--- src/rtl/alu_result_collector_if.sv ---
// Bundle of signals between alu_4bit, the result collector and its consumer.
// The master modport is the collector's view; the slave modport is the environment's view.
interface alu_result_collector_if #(
  parameter int DEPTH = 4,
  parameter int CNT_W = 8
);
  localparam int CW = $clog2(DEPTH) + 1;

  logic             issue_valid;
  logic [2:0]       opcode;
  logic [3:0]       out_not_reg;
  logic [3:0]       out_and_reg;
  logic [3:0]       out_xor_reg;
  logic [3:0]       sum_out_reg;
  logic             carry_out_reg;
  logic             m_valid;
  logic             m_ready;
  logic [2:0]       m_opcode;
  logic [3:0]       m_result;
  logic             m_carry;
  logic             m_zero;
  logic [CW-1:0]    fifo_count;
  logic             err_opcode;
  logic [CNT_W-1:0] drop_cnt;

  modport master (
    input  issue_valid, opcode, out_not_reg, out_and_reg, out_xor_reg,
           sum_out_reg, carry_out_reg, m_ready,
    output m_valid, m_opcode, m_result, m_carry, m_zero, fifo_count,
           err_opcode, drop_cnt
  );

  modport slave (
    output issue_valid, opcode, out_not_reg, out_and_reg, out_xor_reg,
           sum_out_reg, carry_out_reg, m_ready,
    input  m_valid, m_opcode, m_result, m_carry, m_zero, fifo_count,
           err_opcode, drop_cnt
  );
endinterface

--- src/rtl/alu_result_collector.sv ---
// Aligns issued opcodes with alu_4bit registered outputs, selects the produced result,
// tags it with carry/zero flags and queues it in a small FIFO drained by valid/ready.
module alu_result_collector #(
  parameter int DEPTH = 4,
  parameter int CNT_W = 8
) (
  input logic                   clk,
  input logic                   rst,
  alu_result_collector_if.master bus
);
  localparam int AW = $clog2(DEPTH);
  localparam int CW = AW + 1;

  typedef struct packed {
    logic [2:0] opcode;
    logic [3:0] result;
    logic       carry;
    logic       zero;
  } entry_t;

  entry_t           mem_reg [DEPTH];
  logic [AW-1:0]    wr_ptr_reg, rd_ptr_reg;
  logic [CW-1:0]    count_reg, count_next;
  logic             v_d_reg;
  logic [2:0]       op_d_reg;
  logic             err_reg;
  logic [CNT_W-1:0] drop_reg;

  entry_t           sel_entry;
  logic             sel_valid;
  logic             full, empty, push, pop, drop;
  logic [AW-1:0]    head_idx;

  // Result select for the op issued one cycle ago
  always_comb begin
    sel_entry = '0;
    sel_entry.opcode = op_d_reg;
    case (op_d_reg)
      3'd0: sel_entry.result = bus.out_not_reg;
      3'd1: sel_entry.result = bus.out_and_reg;
      3'd2: sel_entry.result = bus.out_xor_reg;
      3'd3: begin
        sel_entry.result = bus.sum_out_reg;
        sel_entry.carry  = bus.carry_out_reg;
      end
      default: sel_entry.result = 4'h0;
    endcase
    sel_entry.zero = (sel_entry.result == 4'h0);
  end

  assign sel_valid = v_d_reg & ~op_d_reg[2];
  assign full      = (count_reg == CW'(DEPTH));
  assign empty     = (count_reg == '0);
  assign pop       = ~empty & bus.m_ready;
  // A full FIFO still accepts a push when the head leaves in the same cycle
  assign push      = sel_valid & (~full | pop);
  assign drop      = sel_valid & full & ~pop;

  always_comb begin
    count_next = count_reg;
    case ({push, pop})
      2'b10:   count_next = count_reg + CW'(1);
      2'b01:   count_next = count_reg - CW'(1);
      default: count_next = count_reg;
    endcase
  end

  always_ff @(posedge clk or posedge rst) begin
    if (rst) begin
      v_d_reg    <= 1'b0;
      op_d_reg   <= 3'd0;
      err_reg    <= 1'b0;
      drop_reg   <= '0;
      wr_ptr_reg <= '0;
      rd_ptr_reg <= '0;
      count_reg  <= '0;
    end else begin
      v_d_reg   <= bus.issue_valid;
      op_d_reg  <= bus.opcode;
      err_reg   <= v_d_reg & op_d_reg[2];
      count_reg <= count_next;
      if (push)
        wr_ptr_reg <= wr_ptr_reg + AW'(1);
      if (pop)
        rd_ptr_reg <= rd_ptr_reg + AW'(1);
      if (drop && drop_reg != '1)
        drop_reg <= drop_reg + CNT_W'(1);
    end
  end

  generate
    for (genvar gi = 0; gi < DEPTH; gi++) begin : g_slot
      always_ff @(posedge clk or posedge rst) begin
        if (rst)
          mem_reg[gi] <= '0;
        else if (push && wr_ptr_reg == AW'(gi))
          mem_reg[gi] <= sel_entry;
      end
    end
  endgenerate

  // When empty, point at the most recently popped slot so m_* hold their last value
  assign head_idx = empty ? (rd_ptr_reg - AW'(1)) : rd_ptr_reg;

  assign bus.m_valid    = ~empty;
  assign bus.m_opcode   = mem_reg[head_idx].opcode;
  assign bus.m_result   = mem_reg[head_idx].result;
  assign bus.m_carry    = mem_reg[head_idx].carry;
  assign bus.m_zero     = mem_reg[head_idx].zero;
  assign bus.fifo_count = count_reg;
  assign bus.err_opcode = err_reg;
  assign bus.drop_cnt   = drop_reg;
endmodule

--- src/flat_wrapper.sv ---
// flat-port wrapper written by rule: the top's interface ports become plain ports
module alu_result_collector_flat 
#(
  parameter int DEPTH = 4,
  parameter int CNT_W = 8
)
  (clk, rst, bus_issue_valid, bus_opcode, bus_out_not_reg, bus_out_and_reg, bus_out_xor_reg, bus_sum_out_reg, bus_carry_out_reg, bus_m_ready, bus_m_valid, bus_m_opcode, bus_m_result, bus_m_carry, bus_m_zero, bus_fifo_count, bus_err_opcode, bus_drop_cnt);
  alu_result_collector_if #(.DEPTH(DEPTH), .CNT_W(CNT_W)) bus_i ();
  input logic clk;
  input logic rst;
  input wire logic [$bits(bus_i.issue_valid)-1:0] bus_issue_valid;
  input wire logic [$bits(bus_i.opcode)-1:0] bus_opcode;
  input wire logic [$bits(bus_i.out_not_reg)-1:0] bus_out_not_reg;
  input wire logic [$bits(bus_i.out_and_reg)-1:0] bus_out_and_reg;
  input wire logic [$bits(bus_i.out_xor_reg)-1:0] bus_out_xor_reg;
  input wire logic [$bits(bus_i.sum_out_reg)-1:0] bus_sum_out_reg;
  input wire logic [$bits(bus_i.carry_out_reg)-1:0] bus_carry_out_reg;
  input wire logic [$bits(bus_i.m_ready)-1:0] bus_m_ready;
  output wire logic [$bits(bus_i.m_valid)-1:0] bus_m_valid;
  output wire logic [$bits(bus_i.m_opcode)-1:0] bus_m_opcode;
  output wire logic [$bits(bus_i.m_result)-1:0] bus_m_result;
  output wire logic [$bits(bus_i.m_carry)-1:0] bus_m_carry;
  output wire logic [$bits(bus_i.m_zero)-1:0] bus_m_zero;
  output wire logic [$bits(bus_i.fifo_count)-1:0] bus_fifo_count;
  output wire logic [$bits(bus_i.err_opcode)-1:0] bus_err_opcode;
  output wire logic [$bits(bus_i.drop_cnt)-1:0] bus_drop_cnt;
  assign bus_i.issue_valid = bus_issue_valid;
  assign bus_i.opcode = bus_opcode;
  assign bus_i.out_not_reg = bus_out_not_reg;
  assign bus_i.out_and_reg = bus_out_and_reg;
  assign bus_i.out_xor_reg = bus_out_xor_reg;
  assign bus_i.sum_out_reg = bus_sum_out_reg;
  assign bus_i.carry_out_reg = bus_carry_out_reg;
  assign bus_i.m_ready = bus_m_ready;
  assign bus_m_valid = bus_i.m_valid;
  assign bus_m_opcode = bus_i.m_opcode;
  assign bus_m_result = bus_i.m_result;
  assign bus_m_carry = bus_i.m_carry;
  assign bus_m_zero = bus_i.m_zero;
  assign bus_fifo_count = bus_i.fifo_count;
  assign bus_err_opcode = bus_i.err_opcode;
  assign bus_drop_cnt = bus_i.drop_cnt;
  alu_result_collector #(.DEPTH(DEPTH), .CNT_W(CNT_W)) u_core (.clk(clk), .rst(rst), .bus(bus_i));
endmodule
--- config.mk ---
export PLATFORM = sky130hd
export DESIGN_NAME = alu_result_collector_flat
export DESIGN_NICKNAME = d
export VERILOG_FILES = /design/src/rtl/alu_result_collector_if.sv /design/src/rtl/alu_result_collector.sv /design/src/flat_wrapper.sv
export SDC_FILE = /design/constraint.sdc
export NUM_CORES = 1
export LEC_CHECK = 0
export CAP_MARGIN = 15
export CORE_UTILIZATION = 49
export CTS_BUF_LIST = sky130_fd_sc_hd__clkbuf_4 sky130_fd_sc_hd__clkbuf_8 sky130_fd_sc_hd__clkbuf_16
export CTS_CLUSTER_SIZE = 14
export DETAILED_ROUTE_END_ITERATION = 6
export PLACE_DENSITY_LB_ADDON = 0.05
export SETUP_SLACK_MARGIN = 0.3
export SLEW_MARGIN = 30
export SYNTH_ARGS = -nofsm -noshare
export SYNTH_HDL_FRONTEND = slang
export SYNTH_SLANG_ARGS = --single-unit
--- constraint.sdc ---
create_clock -name clk -period 3 [get_ports clk]
set_input_delay 0.75 -clock clk [delete_from_list [all_inputs] [get_ports clk]]
set_output_delay 0.75 -clock clk [all_outputs]
set_load 0.01 [all_outputs]
# Word level (Yosys, flattened, before mapping)
# Cells that the tools add are included.
[op_classes] add_sub_neg=6 magnitude_cmp=1 n_eq_ne=10 muxes=7 bitwise_logic=12 reduce_logical=10
[op_table] operator="9-bit binary-select mux with 2-bit select" count=1
[op_table] operator="9-bit 2-to-1 mux" count=2
[op_table] operator="4-bit case mux with 4 select lines" count=1
[op_table] operator="8-bit by 1-bit adder with 8-bit output, second input constant" count=1
[op_table] operator="8-bit inequality test, second input constant" count=1
[op_table] operator="1-bit bitwise AND" count=6
[op_table] operator="2-bit == test, second input constant" count=3
[op_table] operator="3-bit by 2-bit == test with 1-bit output, second input constant" count=2
[op_table] operator="3-bit zero test" count=2
[op_table] operator="3-bit case mux with 2 select lines" count=1
[op_table] operator="1-bit logical AND" count=5
[op_table] operator="2-bit by 1-bit adder with 2-bit output, second input constant" count=2
[op_table] operator="2-bit by 1-bit == test with 1-bit output, second input constant" count=2
[op_table] operator="4-bit zero test" count=1
[op_table] operator="1-bit NOT" count=4
[op_table] operator="3-bit by 1-bit adder with 3-bit output, second input constant" count=1
[op_table] operator="3-bit by 1-bit == test with 1-bit output, second input constant" count=1
[op_table] operator="3-bit == test, second input constant" count=1
[op_table] operator="3-bit >= comparator, second input constant" count=1
[op_table] operator="2-bit NOT with 3-bit output" count=1
[op_table] operator="3-bit by 1-bit subtractor with 3-bit output, second input constant" count=1
[op_table] operator="2-bit zero test" count=1
[op_table] operator="2-bit 2-to-1 mux" count=1
[op_table] operator="2-bit nonzero test" count=1
[op_table] operator="other kinds (3)" count=3
[totals] regBits=56 inputBits=24 out_inout_bits=22 elab_cells=69

# Logic depth before layout (Yosys ltp)
# Gate-level depths: netlist of the first run.
[depth] ltp_word=7 ltp_mapped=7 depth_no_buf=6

# Worst setup path after synthesis of the first run
# OpenSTA, ideal clock, no wires.
[synth_timing] kind="reg-to-output" startpoint="register u_core.count_reg[2] (netlist: u_core.bus.fifo_count[2])" endpoint="output bus_m_carry" t_arrival_ps=1970 t_required_ps=2250 slack_ps=280 stages_incl_launch_ff=4 n_path_buf=0 cell_sequence="dfrtp_1 -> or3_4 -> xor2_2 -> mux4_2"
[synth_via] elab_chain_cells=6
[synth_rtl] element="start: declaration" line="alu_result_collector.sv:23" text="logic [CW-1:0] count_reg, count_next;"
[synth_rtl] element="start signal: assignment" line="alu_result_collector.sv:81" text="count_reg <= count_next;"
[synth_rtl] element="3-bit zero test" line="alu_result_collector.sv:53" text="assign empty = (count_reg == '0);"
[synth_rtl] element="2-bit 2-to-1 mux" line="alu_result_collector.sv:103" text="assign head_idx = empty ? (rd_ptr_reg - AW'(1)) : rd_ptr_reg;"
[synth_rtl] element="2-bit NOT with 3-bit output (not written as such)" line="alu_result_collector.sv:108" text="assign bus.m_carry = mem_reg[head_idx].carry;"
[synth_rtl] element="9-bit binary-select mux with 2-bit select" line="alu_result_collector.sv:108"
[synth_rtl] element="9-bit 2-to-1 mux (2 in series)"
[synth_rtl] element="end: declaration" line="flat_wrapper.sv:22" text="output wire logic [$bits(bus_i.m_carry)-1:0] bus_m_carry;"
# Every way passes these cells. The select of a mux whose other input is x is not followed.

# Final worst setup path of the first run
[layout_timing] startpoint="register u_core.count_reg[0] (netlist: u_core.bus.fifo_count[0])" endpoint="output bus_m_opcode[0]"
[layout_via] elab_chain_cells=6
[layout_rtl] element="3-bit zero test" line="alu_result_collector.sv:53"
[layout_rtl] element="2-bit 2-to-1 mux" line="alu_result_collector.sv:103"
[layout_rtl] element="2-bit NOT with 3-bit output (not written as such)" line="alu_result_collector.sv:106" text="assign bus.m_opcode = mem_reg[head_idx].opcode;"
[layout_rtl] element="9-bit binary-select mux with 2-bit select" line="alu_result_collector.sv:106"
[layout_rtl] element="9-bit 2-to-1 mux (not written as such) (2 in series)" line="alu_result_collector.sv:106"
[layout_rtl] element="end: declaration" line="flat_wrapper.sv:20" text="output wire logic [$bits(bus_i.m_opcode)-1:0] bus_m_opcode;"
# Every way passes these cells. The select of a mux whose other input is x is not followed.

==> flow_results.org, run 1 <==
** Placed design
- Worst setup slack before clock tree synthesis :: about 0.0043 ns
- Number of placed instances with taps included :: ~310
- The wire-length estimate of the detail-placed layout is 3860 µm.
- In this run the tool buffered the top-level ports with 45 buffer cells.
- Weighted congestion reported at the end of routability-driven placement :: around 0.80

** Setup path
- Critical path startpoint category :: flop
- Biggest fanout along the worst timing path :: 3
- Worst path required time :: ~2.3 ns
- Arrival time at the worst endpoint :: 2.22 ns
- Setup crit end kind :: output pin
- Worst Path Class, Setup :: reg2out

** Power and ir drop
- Of the total power, the clock network draws 0.122.
- Leakage component of the power :: between 0.0015 and 0.002 µW
- The internal portion of the total power is roughly 2200 µW.
- Worst vdd ir :: around 0.53 mV
- Seq pwr share :: 0.360
- Summed over all nets, the switching power comes to about 1000 µW.
- The share of total power dissipated in combinational logic is 0.517.
- Power spread over the standard cell area amounts to 913 nW/µm².
- Net Sw Frac :: 0.317
- Final total power :: 3170 µW

** Detailed routing
- Before antenna repair, the detailed router went through 4 iterations.
- DRC violations left :: 0
- Average wire length per cell after detail routing :: about 17 µm
- Initial DRC count :: 90
- Total number of vias :: around 1,700
- The final layout contains routed wiring with a total length of roughly 5300 µm.
- Once detail routing completed, the nets flagged for antenna violations numbered 0.
- Via density per instance :: approximately 5.4

** CTS
- TritonCTS built the clock tree.
- Latest clock arrival within the worst-skew pair :: approximately 0.30 ns
- Clock-pin slew on the worst setup and hold paths :: about 0.090 ns
- Num CTS Buffers :: 5
- CTS root buffer :: sky130_fd_sc_hd__clkbuf_8
- The clock drives 56 sinks.
- In this run the deepest clock path goes through 2 buffers.
- The clock tree synthesis step divided the H-tree into 2 levels.

** Die
- After floorplanning, the core was sized to cover approximately 5200 µm².
- For this configuration, the core starts out at a cell density of 0.516.
- Number of placement rows :: 26
- Die boundary width :: 75.8 µm
- Chip Height :: 75.8 µm
- Pin placement for this block handled between 40 and 50 I/O pins.
- The floorplan step defined a die boundary enclosing 5750 µm².

** Timing
- Number of setup violations in the final report :: 0
- Final setup margin :: around 0.034 ns
- Max-slew headroom at the worst pin :: 0.618
- Worst-margin pin slew :: around 0.57 ns
- Count of final max-slew check failures :: 0
- Across the routed clock network, the largest skew measured is between 0.009 and 0.01 ns.
- The worst path in the final design needs a cycle of 2.97 ns, including I/O delays and setup.
- Ratio of final minimum period to clock period :: 0.989
- For the final routed database, the setup TNS stands at 0 ns.
- Hold violation total from the final report :: 0
- RSZ-0062 raised after global routing :: yes
- Static timing analysis puts the maximum clock frequency at ~0.34 GHz.

** Job
- Maximum Capacitance Violations :: 0

** Synthesis
- Portion of the post-synthesis area used by sequential elements :: 0.525
- The most used flip-flop cell after synthesis is sky130_fd_sc_hd__dfrtp_1.
- Syn. warnings :: 0
- After synthesis, the mean cell area works out to between 10 and 15 µm².
- Share of the synthesized area in the top cell type :: 0.525
- Cells after synthesis :: approximately 190
- For this run, asynchronously set or reset flops after synthesis account for 1.00.
- The synthesized design contains 0 enable-type register cells.
- Summing every instance area after synthesis gives 2670 µm².
- Synthesized net count :: about 220
- In this run, synthesis produced a sequential element count of 56.
- Count of distinct cell types in the synthesized netlist :: 37
- Dominant cell type by area after synthesis :: sky130_fd_sc_hd__dfrtp_1
- Most used standard cell by instance count after synthesis :: sky130_fd_sc_hd__dfrtp_1
- Sorting the synthesized cells by area gives the leading types as sky130_fd_sc_hd__dfrtp_1 52%, sky130_fd_sc_hd__mux2_2 14%, sky130_fd_sc_hd__mux4_2 11%.
- After synthesis, the most frequently instantiated cells are 56 x sky130_fd_sc_hd__dfrtp_1, 33 x sky130_fd_sc_hd__mux2_2, 13 x sky130_fd_sc_hd__mux4_2, 9 x sky130_fd_sc_hd__xnor2_1, 7 x sky130_fd_sc_hd__inv_1.

** Finish
- After filler insertion, the fill cell instance count of the layout stands at 379.
- The register with the most flip-flops in the layout has 36 of them.
- The number of antenna diodes in the final layout is 0.
- Fraction of layout instances using a drive strength above 1 :: 0.363
- NumNets Final :: about 280
- The count of cells in the finished layout, fillers not included, comes to 318.
- Relative to the synthesized area, the layout overhead comes to 30.2%.

** Global routing
- First-pass GRT wire length :: approximately 8600 µm
- Across every metal layer, demand over resource in global routing totals 0.209.
- Via count of the first global-routing pass :: 1,731
- Pin count of the biggest net entering global routing :: 57
- Summed over all layers, the global routing overflow is 0.
- Antenna violations before repair :: 0

** Outcome
- The run finished with clean final reports.

** Hold path
- Min-Delay Path Class :: reg2reg
-- power groups by stage --
stage               combinational (µW)  clock [µW]  sequential, µW
floorplan                          824           0            1160
global placement                  1430           0            1130
detailed placement                1470           0            1150
CTS                               1660         404            1140
global route                      1780         428            1170
finish                            1640         388            1140
-- layout by cell type (no fill, tap or decap), drive strengths merged, types with 4 or more instances in the layout --
| cell type | synthesis | routed |
|---|---|---|
| clkbuf | 3 | 6 |
| nand2 | 8 | 8 |
| buf | 0 | 23 |
| mux2 | 33 | 33 |
| dfrtp | 56 | 56 |
| nand3 | 6 | 6 |
| nor2b | 5 | 5 |
| inv | 7 | 7 |
| clkdlybuf4s50 | 0 | 36 |
| mux4 | 13 | 13 |
| xor2 | 4 | 4 |
| nor2 | 6 | 6 |
| ha | 5 | 5 |
| and2 | 5 | 5 |
| xnor2 | 10 | 10 |
-- worst paths after layout --
check                                         start                        to  slack (ns)  cells after the start
setup reg to reg                 u_core.op_d_reg[2]  u_core.bus.fifo_count[2]        0.97                      6
min in group asynchronous                       rst        u_core.op_d_reg[1]        0.80                      3
hold reg to reg                  u_core.mem_reg[17]        u_core.mem_reg[17]        0.49                      1
setup / recovery           u_core.bus.fifo_count[0]           bus_m_opcode[0]        0.03                      6
max in group asynchronous                       rst         u_core.mem_reg[2]        1.93                      3
hold / removal                   u_core.mem_reg[17]        u_core.mem_reg[17]        0.49                      1
-- critical path, stage by stage (launching register included) --
cell                      delay [ns]
sky130_fd_sc_hd__dfrtp_1        0.38
sky130_fd_sc_hd__or3_4          0.43
sky130_fd_sc_hd__nor2_4         0.15
sky130_fd_sc_hd__xnor2_4        0.17
sky130_fd_sc_hd__buf_6          0.15
sky130_fd_sc_hd__mux4_2         0.50
sky130_fd_sc_hd__buf_6          0.14
-- kinds of logic after synthesis --
| logic type | Yosys count | share of synthesized area |
|---|---|---|
| and+or+nand+nor | 43 | 0.101 |
| xor gates and xnor gates | 14 | 0.0516 |
| buffers and inverters | 10 | 0.0141 |
| DFF | 56 | 0.525 |
| muxes | 46 | 0.249 |
| AOI/OAI and AO/OA | 10 | 0.0291 |
| adders and majority gates | 6 | 0.0309 |
-- per-layer routing --
layer	track usage	vias to the layer above	part of all wire	wire length, µm
li1	-	802	-	-
met1	0.300	867	0.46	2420
met2	0.332	37	0.50	2640
met3	0.0450	6	0.031	164
met4	0.0391	0	0.0087	46
met5	0	-	0	0
-- stage by stage --
| step | utilization | cell area [µm²] | hold WS, ns |
|---|---|---|---|
| 6_report | 0.672 | 3480 | 0.489 |
| 5_1_grt | 0.672 | 3480 | 0.516 |
| 4_1_cts | 0.672 | 3480 | 0.499 |
| 2_1_floorplan | - | 2680 | 0.448 |
| 3_5_place_dp | 0.638 | 3300 | 0.474 |
| 3_3_place_gp | 0.638 | 3300 | 0.464 |
-- final cells by class --
cell class,instances,area [µm²],share of cell area
timing repair buffer,59,621,0.179
inverter,7,26.3,0.00756
multi-input combinational,119,1260,0.362
tap,70,87.6,0.0252
clock inverter,1,5.00,0.00144
sequential,56,1400,0.403
clock buffer,6,76.3,0.0220
-- repair_timing --
| action | 4_1_cts | 5_1_grt |
|---|---|---|
| hold buffers | 0 | 0 |
| endpoints found under the hold margin | 0 | 0 |
| endpoints found under the setup margin | 9 | 9 |
| setup buffers | 5 | 0 |
| resized for setup | 48 | 0 |
| pin swaps | 3 | 3 |
Note: power is estimated with default switching activity, not from simulation.
==> run 2: changes to the inputs <==
- clock period: 3 -> 3.6 ns (I/O delays scaled with it)
==> run 2 against run 1 <==
  * Sequential share of layout area is 0.56 points higher
  * Hold slack worse by 0.0011 ns
  * Flip-flop and latch count stayed put
  * Final area is 1.1% lower
  * Cell count is 0.63% higher
  * Sequential power is 15% lower
  * Largest power group unchanged
==> flow_results.org, run 2 (synthesized netlist as in run 1, its figures left out) <==
** Outcome
- Status :: finished, final reports clean (unchanged)

** Timing
- Setup TNS Final :: 0 ns (unchanged)
- Hold violation total from the final report :: 0 (unchanged)
- Min Tclk post-route :: 3.26 ns
- The worst-case clock skew was 0.00479 ns (was 0.00932 ns).
- RSZ-0062 raised after global routing :: yes (unchanged)
- Max-slew headroom at the worst pin :: 0.587 (was 0.618)
- In the finished design, the share of the clock period the worst path needs comes to 0.907.
- Count of final max-slew check failures :: 0 (unchanged)
- The number of failing setup endpoints in the final timing report came to 0 (unchanged).
- The worst-margin pin slew was 0.613 ns (was 0.568 ns).
- Maximum clock frequency :: around 0.3 GHz

** Hold path
- Sink of the worst hold path :: u_core.mem_reg[35] (was u_core.mem_reg[17])
- The worst hold path depth was 1 (unchanged).
- Startpoint of the worst hold path :: u_core.mem_reg[35] (was u_core.mem_reg[17])
- Min-Delay Path Class :: reg2reg (unchanged)

** Setup path
- The data arrival at the endpoint of the critical path was 2.36 ns (was 2.22 ns).
- Sequence of cells on the critical path: or3_4, nor2_4, xnor2_4, buf_12, mux4_2, clkdlybuf4s15_1 (was or3_4, nor2_4, xnor2_4, buf_6, mux4_2, buf_6).
- Reg2Reg Depth :: 6 (unchanged)
- The capture instance of the worst register-to-register path is u_core.bus.fifo_count[2] (unchanged).
- Source of the critical timing path :: u_core.bus.fifo_count[1] (was u_core.bus.fifo_count[0])
- Biggest fanout along the worst timing path :: 4 (was 3)
- Delay of the slowest critical-path stage :: 0.48 ns (was 0.50 ns)
- The critical path launch point type is a flop (unchanged).
- The reg-to-reg critical path startpoint is u_core.op_d_reg[2] (unchanged).
- The category of the most critical setup path is reg2out (unchanged).
- Cell at the slowest stage of the critical path :: sky130_fd_sc_hd__mux4_2 (unchanged)
- Worst setup slack for register-to-register paths :: 1.44 ns (was 0.97 ns)
- The required time reported for the critical path endpoint is 2.70 ns (was 2.25 ns).
- The element type at the critical path end is an output pin (unchanged).

** Detailed routing
- DRC violations left :: 0 (unchanged)
- The via count normalized by instance count was 5.47 (was 5.38).
- The total via count after detailed routing came to 1,750 (was 1,712).
- The violation count after the first detailed-routing iteration was 103 (was 90).
- Average wire length per cell after detail routing :: 17.5 µm (was 16.6 µm)
- The final wirelength was 5610 µm (was 5270 µm).
- The post-route antenna net violation count is 0 (unchanged).
- The number of iterations in the first detailed-routing pass is 4 (unchanged).

** Power and ir drop
- The combinational group share of total power is 0.500 (was 0.517).
- Seq pwr share :: 0.374 (was 0.360)
- Leakage component of the power :: 0.00153 µW (about the same)
- The power density over the cells was 750 nW/µm² (was 913 nW/µm²).
- The power dissipated by switching net loads was 837 µW (was 1010 µW).
- Relative contribution of the clock network to total power :: 0.126 (was 0.122)
- Cell internal power dissipation :: 1740 µW (was 2170 µW)
- The worst supply voltage drop on vdd came to 0.414 mV (was 0.532 mV).
- The fraction of power spent switching nets came to 0.325 (was 0.317).

** Global routing
- The total global routing overflow is 0 (unchanged).
- First-pass GRT wire length :: 8770 µm (was 8560 µm)
- Pin count of the biggest net entering global routing :: 25 (was 57)
- The number of global-route vias before repair was 1,776 (was 1,731).
- The global-route usage over all layers is 0.216 (was 0.209).
- Antenna violations before repair :: 0 (unchanged)

** Placed design
- The HPWL after detailed placement came to 3970 µm (was 3860 µm).
- PortBufs :: 45 (unchanged)
- Weighted congestion reported at the end of routability-driven placement :: 0.711 (was 0.797)

** Die
- Number of placement rows :: 26 (unchanged)
- Die ar. :: 5750 µm² (unchanged)
- Floorplan core area :: 5170 µm² (unchanged)
- Total I/O pin count :: 46 (unchanged)
- Chip Height :: 75.8 µm (unchanged)
- The x dimension of the die came to 75.8 µm (unchanged).
- Effective utilization at floorplan :: 0.516 (unchanged)

** Finish
- The number of diodes added for antenna fixing came to 0 (unchanged).
- The net count of the finished layout is 280 (was 278).
- Flip-flop count of the largest register, all copies and words added :: 36 (unchanged)
- Leading cell types in the layout, fill and taps excluded :: 53 x sky130_fd_sc_hd__dfrtp_1, 36 x sky130_fd_sc_hd__clkdlybuf4s50_1, 33 x sky130_fd_sc_hd__mux2_2 (was 56 x sky130_fd_sc_hd__dfrtp_1, 36 x sky130_fd_sc_hd__clkdlybuf4s50_1, 33 x sky130_fd_sc_hd__mux2_2)
- The filler cell count was 371 (was 379).
- Final cell utilization of the core :: 0.664 (was 0.672)
- P&R area growth vs syn :: 28.7% (was 30.2%)
- The share of final-layout standard cells stronger than drive strength 1 was 0.348 (was 0.363).
- Most common cell after layout, fill and taps aside :: sky130_fd_sc_hd__dfrtp_1 (unchanged)

** CTS
- The clock buffer count from CTS is 5 (unchanged).
- TritonCTS clock tree :: built (unchanged)
- Clock-pin slew on the worst setup and hold paths :: 0.09 ns (about the same)
- CTS root buffer :: sky130_fd_sc_hd__clkbuf_8 (unchanged)
- CTS sink count :: 56 (unchanged)
- Latest clock arrival within the worst-skew pair :: 0.30 ns (about the same)
- Count of H-tree levels built during CTS :: 2 (unchanged)
- The maximum root-to-sink buffer count was 2 (unchanged).

** Job
- Maximum Capacitance Violations :: 0 (unchanged)
==> run 2: power groups by stage <==
stage	clock network [µW]	registers [µW]	logic [µW]
after floorplan	0	961	678
after global routing	357	987	1390
final	324	964	1290
after global placement	0	968	1050
after CTS	334	964	1210
after detailed placement	0	995	1090
==> run 2: worst max path at each step <==
stage | end | slack, ns | cells after the start
6_report | bus_m_opcode[0] | 0.34 | 6
5_1_grt | bus_m_opcode[0] | 0.27 | 6
4_1_cts | bus_m_opcode[0] | 0.29 | 6
3_5_place_dp | bus_m_result[0] | 0.24 | 5
3_3_place_gp | bus_m_result[0] | 0.30 | 5
2_1_floorplan | bus_m_carry | 0.73 | 3
==> run 2: critical path: cells and delay by family (launching register included) <==
family | cells | cell delay [ns]
buf+inv | 2 | 0.39
xor+xnor | 1 | 0.17
flops | 1 | 0.42
simple gates | 2 | 0.60
mux | 1 | 0.48
==> run 2: routing by layer <==
| layer | vias up | routed length, µm | track usage |
|---|---|---|---|
| met5 | - | 0 | 0 |
| met4 | 0 | 151 | 0.101 |
| met3 | 11 | 148 | 0.0331 |
| met2 | 47 | 2970 | 0.376 |
| met1 | 888 | 2340 | 0.265 |
| li1 | 804 | - | - |
==> run 2: layout make-up <==
| class | instances | area (µm²) | share of cell area |
|---|---|---|---|
| inverter | 7 | 26.3 | 0.00764 |
| tap | 70 | 87.6 | 0.0255 |
| timing repair buffer | 61 | 589 | 0.171 |
| clock inverter | 2 | 12.5 | 0.00364 |
| clock buffer | 5 | 68.8 | 0.0200 |
| sequential | 56 | 1410 | 0.409 |
| multi-input combinational | 119 | 1250 | 0.363 |
==> run 2: timing repair <==
item	CTS	global route
setup endpoints to repair	9	3
pin swaps	1	3
hold buffers	0	0
setup buffers	8	4
resized for setup	16	3
==> run 2: stage by stage <==
step	hold slack [ns]	cells	total power (µW)	area (µm²)	setup slack (ns)
3_5_place_dp	0.469	301	2080	3230	0.235
3_3_place_gp	0.463	301	2020	3230	0.303
4_1_cts	0.497	316	2500	3400	0.287
6_report	0.488	320	2580	3440	0.336
2_1_floorplan	0.448	185	1640	2670	0.730
5_1_grt	0.510	320	2740	3440	0.267
